### config.mk
export PLATFORM = sky130hd
export DESIGN_NAME = square_wave_meter_flat
export DESIGN_NICKNAME = d
export VERILOG_FILES = /design/src/rtl/square_wave_meter_if.sv /design/src/rtl/square_wave_meter.sv /design/src/flat_wrapper.sv
export SDC_FILE = /design/constraint.sdc
export NUM_CORES = 1
export LEC_CHECK = 0
export ABC_AREA = 1
export BUFFER_PORTS_ARGS = -buffer_cell sky130_fd_sc_hd__buf_2
export CORE_MARGIN = 10
export CORE_UTILIZATION = 60
export DETAILED_ROUTE_END_ITERATION = 12
export PLACE_DENSITY = 0.81
export RECOVER_POWER = 100
export SYNTH_ARGS = -nofsm -noshare
export SYNTH_HDL_FRONTEND = slang
export SYNTH_SLANG_ARGS = --single-unit
### constraint.sdc
create_clock -name i_clk -period 3.4 [get_ports i_clk]
set_clock_uncertainty 0.1 [all_clocks]
set_input_delay 0.51 -clock i_clk [delete_from_list [all_inputs] [get_ports i_clk]]
set_output_delay 0.51 -clock i_clk [all_outputs]
set_load 0.01 [all_outputs]
### src/rtl/square_wave_meter_if.sv
// Signal bundle between a square-wave source/controller and square_wave_meter.
// The master drives the enable and the measured wave; the meter (slave) returns results.
interface square_wave_meter_if #(
  parameter int unsigned UNIT_W = 4
);
  logic              i_en;
  logic              i_q;
  logic [UNIT_W-1:0] o_m;
  logic [UNIT_W-1:0] o_n;
  logic              o_valid;
  logic              o_ovf;
  logic              o_stuck;
  logic              o_busy;

  modport master (
    output i_en, i_q,
    input  o_m, o_n, o_valid, o_ovf, o_stuck, o_busy
  );

  modport slave (
    input  i_en, i_q,
    output o_m, o_n, o_valid, o_ovf, o_stuck, o_busy
  );
endinterface

### src/rtl/square_wave_meter.sv
// Measures high/low durations of a possibly asynchronous square wave in units of
// CLK_PER_UNIT clocks and reports each complete high+low pair with a one-cycle strobe.
module square_wave_meter #(
  parameter int unsigned CLK_PER_UNIT = 10,
  parameter int unsigned UNIT_W       = 4
) (
  input logic               i_clk,
  input logic               i_rst_n,
  square_wave_meter_if.slave io_bus
);
  localparam int unsigned SUB_W = (CLK_PER_UNIT > 1) ? $clog2(CLK_PER_UNIT) : 1;
  localparam int unsigned CMP_W = ((UNIT_W > SUB_W) ? UNIT_W : SUB_W) + 1;

  localparam logic [SUB_W-1:0]  SUB_LAST = SUB_W'(CLK_PER_UNIT - 1);
  localparam logic [SUB_W-1:0]  SUB_ONE  = SUB_W'(1);
  localparam logic [UNIT_W-1:0] UNIT_MAX = {UNIT_W{1'b1}};
  localparam logic [CMP_W-1:0]  HALF_C   = CMP_W'(CLK_PER_UNIT / 2);
  localparam logic [CMP_W-1:0]  UMAX_C   = CMP_W'(UNIT_MAX);

  typedef enum logic [1:0] {StIdle, StSyncWait, StMeasHigh, StMeasLow} state_t;

  state_t            r_state;
  logic              r_s1, r_s2, r_s3;
  logic [SUB_W-1:0]  r_sub;
  logic [UNIT_W-1:0] r_unit;
  logic              r_povf;
  logic [UNIT_W-1:0] r_pend_m;
  logic              r_pend_ovf;
  logic [UNIT_W-1:0] r_m, r_n;
  logic              r_valid, r_ovf, r_stuck, r_busy;

  logic              w_rise, w_fall;
  logic [SUB_W-1:0]  w_sub_nxt;
  logic [UNIT_W-1:0] w_unit_nxt;
  logic              w_sat;
  logic [CMP_W-1:0]  w_round;
  logic [UNIT_W-1:0] w_res;

  always_ff @(posedge i_clk or negedge i_rst_n) begin
    if (!i_rst_n) begin
      r_s1 <= 1'b0;
      r_s2 <= 1'b0;
      r_s3 <= 1'b0;
    end else begin
      r_s1 <= io_bus.i_q;
      r_s2 <= r_s1;
      r_s3 <= r_s2;
    end
  end

  assign w_rise = r_s2 & ~r_s3;
  assign w_fall = ~r_s2 & r_s3;

  // Once the unit count has saturated, sub is parked at 0 so the closing value stays at max.
  always_comb begin
    w_sub_nxt  = r_sub;
    w_unit_nxt = r_unit;
    w_sat      = 1'b0;
    if (r_povf) begin
      w_sub_nxt = '0;
      w_sat     = 1'b1;
    end else if (r_sub == SUB_LAST) begin
      w_sub_nxt = '0;
      if (r_unit == UNIT_MAX) begin
        w_sat = 1'b1;
      end else begin
        w_unit_nxt = r_unit + UNIT_W'(1);
      end
    end else begin
      w_sub_nxt = r_sub + SUB_W'(1);
    end
  end

  always_comb begin
    w_round = CMP_W'(r_unit);
    if (CMP_W'(r_sub) >= HALF_C) begin
      w_round = CMP_W'(r_unit) + CMP_W'(1);
    end
    w_res = (w_round > UMAX_C) ? UNIT_MAX : w_round[UNIT_W-1:0];
  end

  always_ff @(posedge i_clk or negedge i_rst_n) begin
    if (!i_rst_n) begin
      r_state    <= StIdle;
      r_sub      <= '0;
      r_unit     <= '0;
      r_povf     <= 1'b0;
      r_pend_m   <= '0;
      r_pend_ovf <= 1'b0;
      r_m        <= '0;
      r_n        <= '0;
      r_valid    <= 1'b0;
      r_ovf      <= 1'b0;
      r_stuck    <= 1'b0;
      r_busy     <= 1'b0;
    end else begin
      r_valid <= 1'b0;
      // Disable has priority over everything, including a closing rise this cycle.
      if (!io_bus.i_en) begin
        r_state    <= StIdle;
        r_sub      <= '0;
        r_unit     <= '0;
        r_povf     <= 1'b0;
        r_pend_m   <= '0;
        r_pend_ovf <= 1'b0;
        r_stuck    <= 1'b0;
        r_busy     <= 1'b0;
      end else begin
        case (r_state)
          StIdle: r_state <= StSyncWait;
          StSyncWait: begin
            if (w_rise) begin
              r_state <= StMeasHigh;
              r_sub   <= SUB_ONE;
              r_unit  <= '0;
              r_povf  <= 1'b0;
              r_stuck <= 1'b0;
              r_busy  <= 1'b1;
            end
          end
          StMeasHigh: begin
            if (w_fall) begin
              r_state    <= StMeasLow;
              r_pend_m   <= w_res;
              r_pend_ovf <= r_povf;
              r_sub      <= SUB_ONE;
              r_unit     <= '0;
              r_povf     <= 1'b0;
              r_stuck    <= 1'b0;
            end else begin
              r_sub  <= w_sub_nxt;
              r_unit <= w_unit_nxt;
              if (w_sat) begin
                r_povf  <= 1'b1;
                r_stuck <= 1'b1;
              end
            end
          end
          StMeasLow: begin
            if (w_rise) begin
              r_state <= StMeasHigh;
              r_m     <= r_pend_m;
              r_n     <= w_res;
              r_ovf   <= r_pend_ovf | r_povf;
              r_valid <= 1'b1;
              r_sub   <= SUB_ONE;
              r_unit  <= '0;
              r_povf  <= 1'b0;
              r_stuck <= 1'b0;
            end else begin
              r_sub  <= w_sub_nxt;
              r_unit <= w_unit_nxt;
              if (w_sat) begin
                r_povf  <= 1'b1;
                r_stuck <= 1'b1;
              end
            end
          end
          default: r_state <= StIdle;
        endcase
      end
    end
  end

  assign io_bus.o_m     = r_m;
  assign io_bus.o_n     = r_n;
  assign io_bus.o_valid = r_valid;
  assign io_bus.o_ovf   = r_ovf;
  assign io_bus.o_stuck = r_stuck;
  assign io_bus.o_busy  = r_busy;
endmodule

### src/flat_wrapper.sv
// flat-port wrapper written by rule: the top's interface ports become plain ports
module square_wave_meter_flat 
#(
  parameter int unsigned CLK_PER_UNIT = 10,
  parameter int unsigned UNIT_W       = 4
)
  (i_clk, i_rst_n, io_bus_i_en, io_bus_i_q, io_bus_o_m, io_bus_o_n, io_bus_o_valid, io_bus_o_ovf, io_bus_o_stuck, io_bus_o_busy);
  square_wave_meter_if #(.UNIT_W(UNIT_W)) io_bus_i ();
  input logic i_clk;
  input logic i_rst_n;
  input wire logic [$bits(io_bus_i.i_en)-1:0] io_bus_i_en;
  input wire logic [$bits(io_bus_i.i_q)-1:0] io_bus_i_q;
  output wire logic [$bits(io_bus_i.o_m)-1:0] io_bus_o_m;
  output wire logic [$bits(io_bus_i.o_n)-1:0] io_bus_o_n;
  output wire logic [$bits(io_bus_i.o_valid)-1:0] io_bus_o_valid;
  output wire logic [$bits(io_bus_i.o_ovf)-1:0] io_bus_o_ovf;
  output wire logic [$bits(io_bus_i.o_stuck)-1:0] io_bus_o_stuck;
  output wire logic [$bits(io_bus_i.o_busy)-1:0] io_bus_o_busy;
  assign io_bus_i.i_en = io_bus_i_en;
  assign io_bus_i.i_q = io_bus_i_q;
  assign io_bus_o_m = io_bus_i.o_m;
  assign io_bus_o_n = io_bus_i.o_n;
  assign io_bus_o_valid = io_bus_i.o_valid;
  assign io_bus_o_ovf = io_bus_i.o_ovf;
  assign io_bus_o_stuck = io_bus_i.o_stuck;
  assign io_bus_o_busy = io_bus_i.o_busy;
  square_wave_meter #(.CLK_PER_UNIT(CLK_PER_UNIT), .UNIT_W(UNIT_W)) u_core (.i_clk(i_clk), .i_rst_n(i_rst_n), .io_bus(io_bus_i));
endmodule
# [Word-level counts from Yosys, hierarchy flattened]
# Index checks and enable logic that the tools add are counted.
# Widths: inputs -> output; s select.
[word_totals] wordCells=92 out_inout_bits=12 regBits=31
[classes] magnitude_cmp=2 add_sub_neg=3 n_reduce_logical=7 bitwise_logic=5 eq_ne=13 mux=47
[op_table] operator="$mux 4" n=17
[op_table] operator="$pmux 4 s3" n=2
[op_table] operator="$mux 1" n=21
[op_table] operator="$ne 3x2->1 const B" n=3
[op_table] operator="$add 4x1->4 const B" n=2
[op_table] operator="$eq 4x4->1 const B" n=2
[op_table] operator="$ne 2x1->1 const B" n=4
[op_table] operator="$reduce_and 2->1" n=4
[op_table] operator="$mux 2" n=3
[op_table] operator="$pmux 1 s3" n=2
[op_table] operator="$pmux 2 s3" n=1
[op_table] operator="$add 4x1->5 const B" n=1
[op_table] operator="$gt 5x4->1 const B" n=1
[op_table] operator="$mux 5" n=1
[op_table] operator="$eq 2x2->1 const B" n=2
[op_table] operator="$ge 4x3->1 const B" n=1
[op_table] operator="$ne 4x1->1 const B" n=1
[op_table] operator="$reduce_and 3->1" n=1
[op_table] operator="$and 1x1->1" n=2
[op_table] operator="$eq 2x1->1 const B" n=1
[op_table] operator="$logic_not 2->1" n=1
[op_table] operator="$not 1->1" n=2
[op_table] operator="$reduce_or 2->1" n=1
[op_table] operator="$or 1x1->1" n=1

# [Logic depth before layout (Yosys ltp)]
# Gate-level depths: netlist (run 1).
[logic_depth] depth_word=8 mapped_depth=10 mapped_depth_nobuf=10

# [Least setup slack after synthesis (run 1)]
# OpenSTA, ideal clock, no wires.
[synth_timing] path_type="register -> register" from="reg u_core.r_sub[0]" to="reg u_core.r_n[1], in the netlist u_core.io_bus.o_n[1]" setup_time_ns=0.117 arrival_time_ns=1.280 setup_slack_ns=1.903 period_less_slack_ns=1.497 stages_incl_launch_ff=9 path_cell_list="dfrtp_1 ha_1 inv_1 nand2_1 nand2_1 nand2_1 or2_2 nand3_1 nand2_1"
[synth_via] elab_chain_cells=4
[synth_lines] item="start, declared" line_no="square_wave_meter.sv:24" source="logic [SUB_W-1:0] r_sub;"
[synth_lines] item="start signal, assigned" line_no="square_wave_meter.sv:131" source="r_sub <= w_sub_nxt;"
[synth_lines] item="start signal, assigned" line_no="square_wave_meter.sv:151" source="r_sub <= w_sub_nxt;"
[synth_lines] item="$ge 4x3->1 *" line_no="square_wave_meter.sv:76" source="if (CMP_W'(r_sub) >= HALF_C) begin"
[synth_lines] item="$mux 5 *" line_no="square_wave_meter.sv:76"
[synth_lines] item="$gt 5x4->1" line_no="square_wave_meter.sv:79" source="w_res = (w_round > UMAX_C) ? UNIT_MAX : w_round[UNIT_W-1:0];"
[synth_lines] item="$mux 4 *" line_no="square_wave_meter.sv:79"
[synth_lines] item="end signal, assigned" line_no="square_wave_meter.sv:143" source="r_n <= w_res;"
[synth_lines] item="end, declared" line_no="square_wave_meter.sv:29" source="logic [UNIT_W-1:0] r_m, r_n;"
# Every way passes the cells marked *; elsewhere a longest branch is shown, timed or not.
# A chain may end at the register's enable or synchronous reset.

# [Final worst setup path (run 1)]
[layout_timing] from="reg u_core.r_s3" to="reg u_core.r_n[2], in the netlist u_core.io_bus.o_n[2]"
[layout_via] elab_chain_cells=3
[layout_lines] item="start, declared" line_no="square_wave_meter.sv:23" source="logic r_s1, r_s2, r_s3;"
[layout_lines] item="start signal, assigned" line_no="square_wave_meter.sv:47" source="r_s3 <= r_s2;"
[layout_lines] item="$not 1->1" line_no="square_wave_meter.sv:51" source="assign w_rise = r_s2 & ~r_s3;"
[layout_lines] item="$and 1x1->1" line_no="square_wave_meter.sv:51"
[layout_lines] item="$reduce_and 3->1 (no source line)"
# No other way between the ends.

==> impl_results.html, run 1 <==
<table>
<tr><th>Metric</th><th>Value</th></tr>
<tr><th colspan="2">Global route</th></tr>
<tr><td>Pin count of the biggest net entering global routing</td><td>32</td></tr>
<tr><td>Remaining global-route overflow</td><td>0</td></tr>
<tr><td>Global-route wire length before repair</td><td>5350 um</td></tr>
<tr><td>Global Route Usage Sum</td><td>0.129</td></tr>
<tr><td>Vias in the first global route</td><td>~1,300</td></tr>
<tr><td>Antenna violations before repair</td><td>0</td></tr>
<tr><th colspan="2">Logic synthesis</th></tr>
<tr><td>Cell area after synthesis</td><td>1530 um2</td></tr>
<tr><td>YS warnings</td><td>0</td></tr>
<tr><td>Fraction of synthesis flops using an asynchronous set or reset pin</td><td>1.00</td></tr>
<tr><td>Count of different cell masters after synthesis</td><td>19</td></tr>
<tr><td>Synth Register Bits</td><td>31</td></tr>
<tr><td>Synth Net Count</td><td>approximately 200</td></tr>
<tr><td>Post-synth EDFFs</td><td>0</td></tr>
<tr><td>Gate count after technology mapping</td><td>194</td></tr>
<tr><td>Sequential area share after synthesis</td><td>0.507</td></tr>
<tr><td>Primary FF master, synth</td><td>sky130_fd_sc_hd__dfrtp_1</td></tr>
<tr><td>Post-Synthesis Mean Instance Area</td><td>7.88 um2</td></tr>
<tr><th colspan="2">Power</th></tr>
<tr><td>Reported leakage power</td><td>0.918 nW</td></tr>
<tr><td>Net switching power</td><td>between 0.15 and 0.2 mW</td></tr>
<tr><td>Share of total power in the clock network</td><td>0.347</td></tr>
<tr><td>Sequential power share</td><td>0.565</td></tr>
<tr><td>Internal power summed over all cells</td><td>~0.52 mW</td></tr>
<tr><td>Power per Cell Area</td><td>between 400 and 500 nW/um2</td></tr>
<tr><td>Overall Power</td><td>between 0.6 and 0.7 mW</td></tr>
<tr><td>Combinational Power Share</td><td>0.089</td></tr>
<tr><td>VDD IR-drop max</td><td>0.305 mV</td></tr>
<tr><td>Net Sw Frac</td><td>0.249</td></tr>
<tr><th colspan="2">Timing</th></tr>
<tr><td>Unrepaired setup endpoints after global routing</td><td>no</td></tr>
<tr><td>Total negative slack for setup checks</td><td>0 ps</td></tr>
<tr><td>Max transition margin</td><td>-0.0859</td></tr>
<tr><td>Count of final hold-check violations</td><td>0</td></tr>
<tr><td>Transition time of the tightest slew-check pin</td><td>1630 ps</td></tr>
<tr><td>Setup violators final</td><td>0</td></tr>
<tr><td>Final critical path time including I/O delays and setup</td><td>2140 ps</td></tr>
<tr><td>Final count of pins violating max slew</td><td>32</td></tr>
<tr><td>Maximum frequency from static timing analysis</td><td>~0.47 GHz</td></tr>
<tr><td>Period Utilization, post-route</td><td>0.629</td></tr>
<tr><th colspan="2">Worst setup path</th></tr>
<tr><td>Cells along the critical path</td><td>inv_1, nand2_1, nor3_1, inv_1, nand2_1, nand2_1</td></tr>
<tr><td>Dominant cell type by count on the critical path</td><td>sky130_fd_sc_hd__nand2_1</td></tr>
<tr><td>Top cell family by delay on the critical path</td><td>simple AND/OR/NAND/NOR gates</td></tr>
<tr><td>Worst EP required</td><td>3520 ps</td></tr>
<tr><td>Startpoint types</td><td>flip-flop</td></tr>
<tr><td>Critical Path Max Stage Delay</td><td>roughly 810 ps</td></tr>
<tr><td>Endpoint kind of the worst setup timing path</td><td>flip-flop</td></tr>
<tr><td>Setup CP Type</td><td>flip-flop to flip-flop</td></tr>
<tr><td>Worst path bufs/invs</td><td>2</td></tr>
<tr><td>Data arrival time at the worst-slack endpoint</td><td>roughly 2300 ps</td></tr>
<tr><td>Biggest fanout along the worst timing path</td><td>12</td></tr>
<tr><td>Critical Path Slowest Stage Cell</td><td>sky130_fd_sc_hd__nor3_1</td></tr>
<tr><th colspan="2">Placement</th></tr>
<tr><td>Final GP Congestion</td><td>0.894</td></tr>
<tr><td>DP Wirelength</td><td>around 2300 um</td></tr>
<tr><td>Buffers added on ports</td><td>15</td></tr>
<tr><td>DP Area</td><td>1620 um2</td></tr>
<tr><th colspan="2">Floorplan</th></tr>
<tr><td>Boundary pin count</td><td>16</td></tr>
<tr><td>DIE HEIGHT</td><td>roughly 70 um</td></tr>
<tr><td>Starting density of the core</td><td>0.623</td></tr>
<tr><td>Die width</td><td>between 70 and 80 um</td></tr>
<tr><td>Num rows</td><td>18</td></tr>
<tr><td>Area of the core</td><td>between 2000 and 2500 um2</td></tr>
<tr><td>Die area</td><td>4970 um2</td></tr>
<tr><th colspan="2">Finish</th></tr>
<tr><td>Number of nets in the final layout</td><td>approximately 220</td></tr>
<tr><td>Most common library cell in the layout ignoring fill and taps</td><td>sky130_fd_sc_hd__nand2_1</td></tr>
<tr><td>Multi-input gate area in the final layout</td><td>just over 600 um2</td></tr>
<tr><td>Most frequent cells in the layout</td><td>sky130_fd_sc_hd__nand2_1, sky130_fd_sc_hd__dfrtp_1, sky130_fd_sc_hd__inv_1, sky130_fd_sc_hd__nand3_1, sky130_fd_sc_hd__nor2_1</td></tr>
<tr><td>Register cell area after layout</td><td>approximately 780 um2</td></tr>
<tr><td>Area added between synthesis and finish</td><td>7.94%</td></tr>
<tr><td>Layout cells sized above 1</td><td>0.0791</td></tr>
<tr><td>Fin area</td><td>1650 um2</td></tr>
<tr><td>Number of fill cells</td><td>209</td></tr>
<tr><td>Diodes inserted</td><td>0</td></tr>
<tr><th colspan="2">CTS</th></tr>
<tr><td>Number of gates resized after cts</td><td>0</td></tr>
<tr><td>H-tree lvl count</td><td>2</td></tr>
<tr><td>Clock Latency Late Sink</td><td>~330 ps</td></tr>
<tr><td>Number of setup buffers added after CTS</td><td>0</td></tr>
<tr><td>Maximum number of buffers from clock root to sink</td><td>2</td></tr>
<tr><td>Clock root buffer master</td><td>sky130_fd_sc_hd__clkbuf_4</td></tr>
<tr><td>Cts bufs inserted</td><td>5</td></tr>
<tr><td>Clock tree from TritonCTS</td><td>done</td></tr>
<tr><td># hold bufs at CTS</td><td>0</td></tr>
<tr><td>CTS Sinks</td><td>31</td></tr>
<tr><td>Clock Pin Slew Worst Setup and Hold Paths</td><td>around 90 ps</td></tr>
<tr><th colspan="2">Detailed routing</th></tr>
<tr><td>Number of nets with antenna violations after routing</td><td>0</td></tr>
<tr><td>Metal2 WL</td><td>1540 um</td></tr>
<tr><td>Vias per cell</td><td>5.25</td></tr>
<tr><td>Final routed wirelength across all metal layers</td><td>slightly above 3000 um</td></tr>
<tr><td>Iteration count of the initial detailed-routing pass</td><td>4</td></tr>
<tr><td>Total via count after detailed routing</td><td>approximately 1,300</td></tr>
<tr><td>Met1 wire length</td><td>1310 um</td></tr>
<tr><td>Initial detailed-routing violation count</td><td>130</td></tr>
<tr><td>DRC violations left</td><td>0</td></tr>
<tr><td>Highest metal layer used by the detailed router</td><td>met4</td></tr>
<tr><td>Length of routed met3 wiring</td><td>approximately 190 um</td></tr>
<tr><td>Average wire per cell in the routed design</td><td>between 10 and 15 um</td></tr>
<tr><th colspan="2">Flow run</th></tr>
<tr><td>Max Cap Violations</td><td>1</td></tr>
<tr><th colspan="2">Hold path</th></tr>
<tr><td>Worst min-delay path category</td><td>primary input to flip-flop</td></tr>
<tr><th colspan="2">Run status</th></tr>
<tr><td>Violations in the final reports</td><td>max-capacitance violations, max-slew violations</td></tr>
<tr><td>Outcome</td><td>finished with violations</td></tr>
</table>
==> through the flow <==
step | instances | util | hold slack (ps) | setup slack (ps)
finish | 245 | 0.672 | 185 | 1260
global route | 245 | 0.672 | 169 | 937
CTS | 245 | 0.688 | 126 | 1700
detailed placement | 237 | 0.660 | 236 | 1660
global placement | 237 | 0.660 | 233 | 1710
floorplan | 194 | - | 114 | 1900
==> worst paths after layout <==
kind	startpoint	slack (ps)	to	cells past startpoint
setup / recovery	u_core.r_s3	1260	u_core.io_bus.o_n[2]	6
hold / removal	io_bus_i_q	180	u_core.r_s1	1
setup reg to reg	u_core.r_s3	1260	u_core.io_bus.o_n[2]	6
hold reg to reg	u_core.r_s1	250	u_core.r_s2	0
max in group asynchronous	i_rst_n	1780	u_core.io_bus.o_n[0]	1
min in group asynchronous	i_rst_n	480	u_core.io_bus.o_ovf	1
==> metal layers <==
metal / up-vias / track usage
met2: 36 / 0.222
met1: 593 / 0.133
li1: 650 / -
met4: 0 / 0.0439
met3: 7 / 0.0636
met5: - / 0
==> flip-flops by register name, summed over array words and instances, names as in the netlist, 2 cells and up <==
| signal | count |
|---|---|
| u_core.r_pend_m | 4 |
| u_core.r_sub | 4 |
| u_core.io_bus.o_n | 4 |
| u_core.io_bus.o_m | 4 |
| u_core.r_unit | 4 |
| u_core.r_state | 2 |
==> synthesized netlist by cell type (2+ instances only) <==
cell	number	area, um2
sky130_fd_sc_hd__or2_2	3	18.8
sky130_fd_sc_hd__inv_2	2	7.51
sky130_fd_sc_hd__inv_1	22	82.6
sky130_fd_sc_hd__o21ai_0	7	35.0
sky130_fd_sc_hd__buf_6	2	22.5
sky130_fd_sc_hd__dfrtp_1	31	776
sky130_fd_sc_hd__nand2_2	3	18.8
sky130_fd_sc_hd__nor2_1	18	67.6
sky130_fd_sc_hd__ha_1	4	50.1
sky130_fd_sc_hd__a21oi_1	4	20.0
sky130_fd_sc_hd__nand3_1	21	105
sky130_fd_sc_hd__nand2_1	70	263
==> cells by family (layout without fill, tap and decap cells) <==
kind of cell               after synthesis  count (layout)  synth area share
buffers and inverters                   26              47            0.0737
AOI/OAI and AO/OA                       13              13            0.0442
DFF                                     31              31             0.507
and+or+nand+nor                        120             120             0.342
adders and majority gates                4               4            0.0327
==> power by group through the flow <==
stage	combinational (mW)	clock, mW	sequential (mW)
6_report	0.0613	0.240	0.390
4_1_cts	0.0664	0.245	0.390
2_1_floorplan	0.0412	0	0.398
3_5_place_dp	0.0661	0	0.397
3_3_place_gp	0.0629	0	0.397
5_1_grt	0.0712	0.264	0.392
==> final cells by class <==
class	count	share of cell area
clock buffer	8	0.0417
inverter	24	0.0546
multi-input combinational	137	0.375
sequential	31	0.470
tap	30	0.0227
timing repair buffer	15	0.0356
Power figures use the tool's default switching activity.
==> run 2: changes to the inputs <==
- CORE_UTILIZATION: 60 -> 57
- PLACE_DENSITY: 0.81 -> 0.78
- clock period: 3.4 -> 2 ns (I/O delays scaled with it)
==> impl_results.html, run 2 (synthesis gave the netlist of run 1 again) <==
<table>
<tr><th>Metric</th><th>Value</th></tr>
<tr><th colspan="2">Run status</th></tr>
<tr><td>Outcome</td><td>complete, no violations</td></tr>
<tr><th colspan="2">Floorplan</th></tr>
<tr><td>Die width</td><td>71.8 um (+1.9%)</td></tr>
<tr><td>Num rows</td><td>18 (unchanged)</td></tr>
<tr><td>Area of the core</td><td>2520 um2 (+2.8%)</td></tr>
<tr><td>Die area</td><td>5150 um2 (+3.8%)</td></tr>
<tr><td>Boundary pin count</td><td>16 (unchanged)</td></tr>
<tr><td>DIE HEIGHT</td><td>71.8 um (+1.9%)</td></tr>
<tr><td>Starting density of the core</td><td>0.606 (-0.0167)</td></tr>
<tr><th colspan="2">Detailed routing</th></tr>
<tr><td>Iteration count of the initial detailed-routing pass</td><td>4 (unchanged)</td></tr>
<tr><td>Initial detailed-routing violation count</td><td>61 (-53%)</td></tr>
<tr><td>Final routed wirelength across all metal layers</td><td>3000 um (-3.0%)</td></tr>
<tr><td>Average wire per cell in the routed design</td><td>12.2 um (-3.8%)</td></tr>
<tr><td>DRC violations left</td><td>0 (unchanged)</td></tr>
<tr><td>Number of nets with antenna violations after routing</td><td>0 (unchanged)</td></tr>
<tr><td>Vias per cell</td><td>5.06 (-3.7%)</td></tr>
<tr><td>Total via count after detailed routing</td><td>1,249 (-2.9%)</td></tr>
<tr><th colspan="2">Timing</th></tr>
<tr><td>Setup violators final</td><td>0 (unchanged)</td></tr>
<tr><td>Max transition margin</td><td>0.512 (+0.598)</td></tr>
<tr><td>Maximum frequency from static timing analysis</td><td>0.598 GHz (+28%)</td></tr>
<tr><td>Final critical path time including I/O delays and setup</td><td>1670 ps (-467 ps)</td></tr>
<tr><td>Count of final hold-check violations</td><td>0 (unchanged)</td></tr>
<tr><td>Fin Hold WS</td><td>190 ps (+5.15 ps)</td></tr>
<tr><td>Final count of pins violating max slew</td><td>0 (-100%)</td></tr>
<tr><td>Unrepaired setup endpoints after global routing</td><td>no</td></tr>
<tr><td>Total negative slack for setup checks</td><td>0 ps (unchanged)</td></tr>
<tr><td>Period Utilization, post-route</td><td>0.836 (+0.207)</td></tr>
<tr><td>Transition time of the tightest slew-check pin</td><td>732 ps (-897 ps)</td></tr>
<tr><th colspan="2">Hold path</th></tr>
<tr><td>Worst hold endpoint</td><td>u_core.r_state[0]</td></tr>
<tr><td>Worst min-delay path category</td><td>primary input to flip-flop</td></tr>
<tr><td>Number of stages on the worst hold path</td><td>3 (+2)</td></tr>
<tr><td>HP Start</td><td>io_bus_i_en</td></tr>
<tr><th colspan="2">Finish</th></tr>
<tr><td>Diodes inserted</td><td>0 (unchanged)</td></tr>
<tr><td>Post-layout util</td><td>0.661 (-0.0116)</td></tr>
<tr><td>Most frequent cells in the layout</td><td>sky130_fd_sc_hd__nand2_1, sky130_fd_sc_hd__dfrtp_1, sky130_fd_sc_hd__inv_1, sky130_fd_sc_hd__nand3_1, sky130_fd_sc_hd__nor2_1</td></tr>
<tr><td>Count of non-filler cells in the finished layout</td><td>247 (+0.82%)</td></tr>
<tr><td>Multi-input gate area in the final layout</td><td>633 um2 (+2.2%)</td></tr>
<tr><td>Area added between synthesis and finish</td><td>9.00%</td></tr>
<tr><td>Number of nets in the final layout</td><td>224 (+0.90%)</td></tr>
<tr><td>Register cell area after layout</td><td>776 um2 (unchanged)</td></tr>
<tr><td>Layout cells sized above 1</td><td>0.0876 (+0.00849)</td></tr>
<tr><td>Most common library cell in the layout ignoring fill and taps</td><td>sky130_fd_sc_hd__nand2_1</td></tr>
<tr><td>Number of fill cells</td><td>223 (+6.7%)</td></tr>
<tr><th colspan="2">CTS</th></tr>
<tr><td>Maximum number of buffers from clock root to sink</td><td>2 (unchanged)</td></tr>
<tr><td>CTS Sinks</td><td>31 (unchanged)</td></tr>
<tr><td># hold bufs at CTS</td><td>2 (+2)</td></tr>
<tr><td>Clock Latency Late Sink</td><td>330 ps (about the same)</td></tr>
<tr><td>Cts bufs inserted</td><td>5 (unchanged)</td></tr>
<tr><td>Number of setup buffers added after CTS</td><td>0 (unchanged)</td></tr>
<tr><td>H-tree lvl count</td><td>2 (unchanged)</td></tr>
<tr><td>Clock tree from TritonCTS</td><td>done</td></tr>
<tr><td>Clock root buffer master</td><td>sky130_fd_sc_hd__clkbuf_4</td></tr>
<tr><td>Number of gates resized after cts</td><td>0 (unchanged)</td></tr>
<tr><td>Clock Pin Slew Worst Setup and Hold Paths</td><td>90 ps (about the same)</td></tr>
<tr><th colspan="2">Power</th></tr>
<tr><td>Power per Cell Area</td><td>666 nW/um2 (+59%)</td></tr>
<tr><td>Reported leakage power</td><td>0.926 nW (+0.87%)</td></tr>
<tr><td>VDD IR-drop max</td><td>0.599 mV (+96%)</td></tr>
<tr><th colspan="2">Worst setup path</th></tr>
<tr><td>Dominant cell type by count on the critical path</td><td>sky130_fd_sc_hd__nand2_1</td></tr>
<tr><td>Setup CP Type</td><td>flip-flop to flip-flop</td></tr>
<tr><td>Count of cells along the worst register-to-register path</td><td>9 (+3)</td></tr>
<tr><td>Endpoint kind of the worst setup timing path</td><td>flip-flop</td></tr>
<tr><td>Worst path bufs/invs</td><td>2 (unchanged)</td></tr>
<tr><td>Worst EP required</td><td>2120 ps (-1400 ps)</td></tr>
<tr><td>Cells along the critical path</td><td>inv_1, ha_1, inv_1, nand2_1, nand2_1, nand2_1, or2_2, nand3_1, nand2_1</td></tr>
<tr><td>Setup slack, reg-to-reg</td><td>330 ps (-930 ps)</td></tr>
<tr><td>Critical Path Slowest Stage Cell</td><td>sky130_fd_sc_hd__dfrtp_1</td></tr>
<tr><td>Top cell family by delay on the critical path</td><td>simple AND/OR/NAND/NOR gates</td></tr>
<tr><td>Startpoint types</td><td>flip-flop</td></tr>
<tr><td>Terminus of the critical flop-to-flop path</td><td>u_core.io_bus.o_n[1]</td></tr>
<tr><td>Biggest fanout along the worst timing path</td><td>8 (-4)</td></tr>
<tr><td>Critical Path Max Stage Delay</td><td>400 ps (-410 ps)</td></tr>
<tr><td>Critical register-to-register path startpoint</td><td>u_core.r_sub[1]</td></tr>
<tr><td>Data arrival time at the worst-slack endpoint</td><td>1800 ps (-460 ps)</td></tr>
<tr><th colspan="2">Placement</th></tr>
<tr><td>Final GP Congestion</td><td>0.906 (+1.3%)</td></tr>
<tr><td>Buffers added on ports</td><td>15 (unchanged)</td></tr>
<tr><td>DP Wirelength</td><td>2300 um (-1.6%)</td></tr>
<tr><td>Cell Count Post-Placement</td><td>237 (unchanged)</td></tr>
<tr><th colspan="2">Global route</th></tr>
<tr><td>Pin count of the biggest net entering global routing</td><td>32 (unchanged)</td></tr>
<tr><td>Vias in the first global route</td><td>1,215 (-3.7%)</td></tr>
<tr><td>Global Route Usage Sum</td><td>0.126 (-0.00325)</td></tr>
<tr><td>Remaining global-route overflow</td><td>0 (unchanged)</td></tr>
<tr><td>Antenna violations before repair</td><td>0 (unchanged)</td></tr>
<tr><td>Global-route wire length before repair</td><td>5250 um (-1.8%)</td></tr>
<tr><th colspan="2">Flow run</th></tr>
<tr><td>Max Cap Violations</td><td>0 (-1)</td></tr>
</table>
[run 2: cell types whose count changed in the layout (fill, tap and decap cells not counted)]
| cell | previous run | this run |
|---|---|---|
| sky130_fd_sc_hd__clkbuf_8 | 2 | 0 |
| sky130_fd_sc_hd__nor3_4 | 0 | 1 |
| sky130_fd_sc_hd__clkbuf_2 | 0 | 1 |
| sky130_fd_sc_hd__nand2_2 | 2 | 3 |
| sky130_fd_sc_hd__dlygate4sd3_1 | 0 | 2 |
| sky130_fd_sc_hd__clkinv_2 | 0 | 1 |
| sky130_fd_sc_hd__nor3_1 | 1 | 0 |
| sky130_fd_sc_hd__nand2_1 | 71 | 70 |
[run 2: stage by stage]
step,setup slack (ps),area (um2),power (mW)
floorplan,503,1530,0.746
global placement,382,1620,0.782
detailed placement,344,1620,0.787
CTS,333,1690,1.13
global route,154,1670,1.17
finish,328,1670,1.11
[run 2: power breakdown]
part           switching, mW  leakage (nW)  internal (mW)
Sequential            0.0187         0.418          0.645
Clock                  0.200        0.0293          0.137
Combinational         0.0754         0.478         0.0343
[run 2: layer usage]
layer | global-route usage | vias to the layer above | routed length [um]
met5 | 0 | - | 0
li1 | - | 647 | -
met4 | 0.0538 | 0 | 52
met2 | 0.207 | 20 | 1420
met1 | 0.138 | 576 | 1370
met3 | 0.0565 | 6 | 167
[run 2: worst max path at each step]
stage	cells past startpoint	endpoint	slack, ps	start
floorplan	8	u_core.io_bus.o_n[1]	500	u_core.r_sub[0]
global placement	8	u_core.io_bus.o_n[1]	380	u_core.r_sub[0]
detailed placement	8	u_core.io_bus.o_n[1]	340	u_core.r_sub[0]
CTS	9	u_core.io_bus.o_n[1]	330	u_core.r_sub[1]
global route	9	u_core.r_pend_m[0]	150	u_core.r_sub[1]
finish	9	u_core.io_bus.o_n[1]	330	u_core.r_sub[1]
[run 2: final cells by class]
type                            count  area share
Timing Repair Buffer               17      0.0480
Inverter                           24      0.0541
Clock inverter                      1     0.00300
Clock buffer                        7      0.0270
Tap cell                           30      0.0225
Sequential cell                    31       0.465
Multi-Input combinational cell    137       0.380
[run 2: worst min-delay path, delay by kind of cell]
family / cells / cell delay [ps]
AOI/OAI and AO/OA: 1 / 50
buffers and inverters: 1 / 130
and+or+nand+nor: 1 / 90
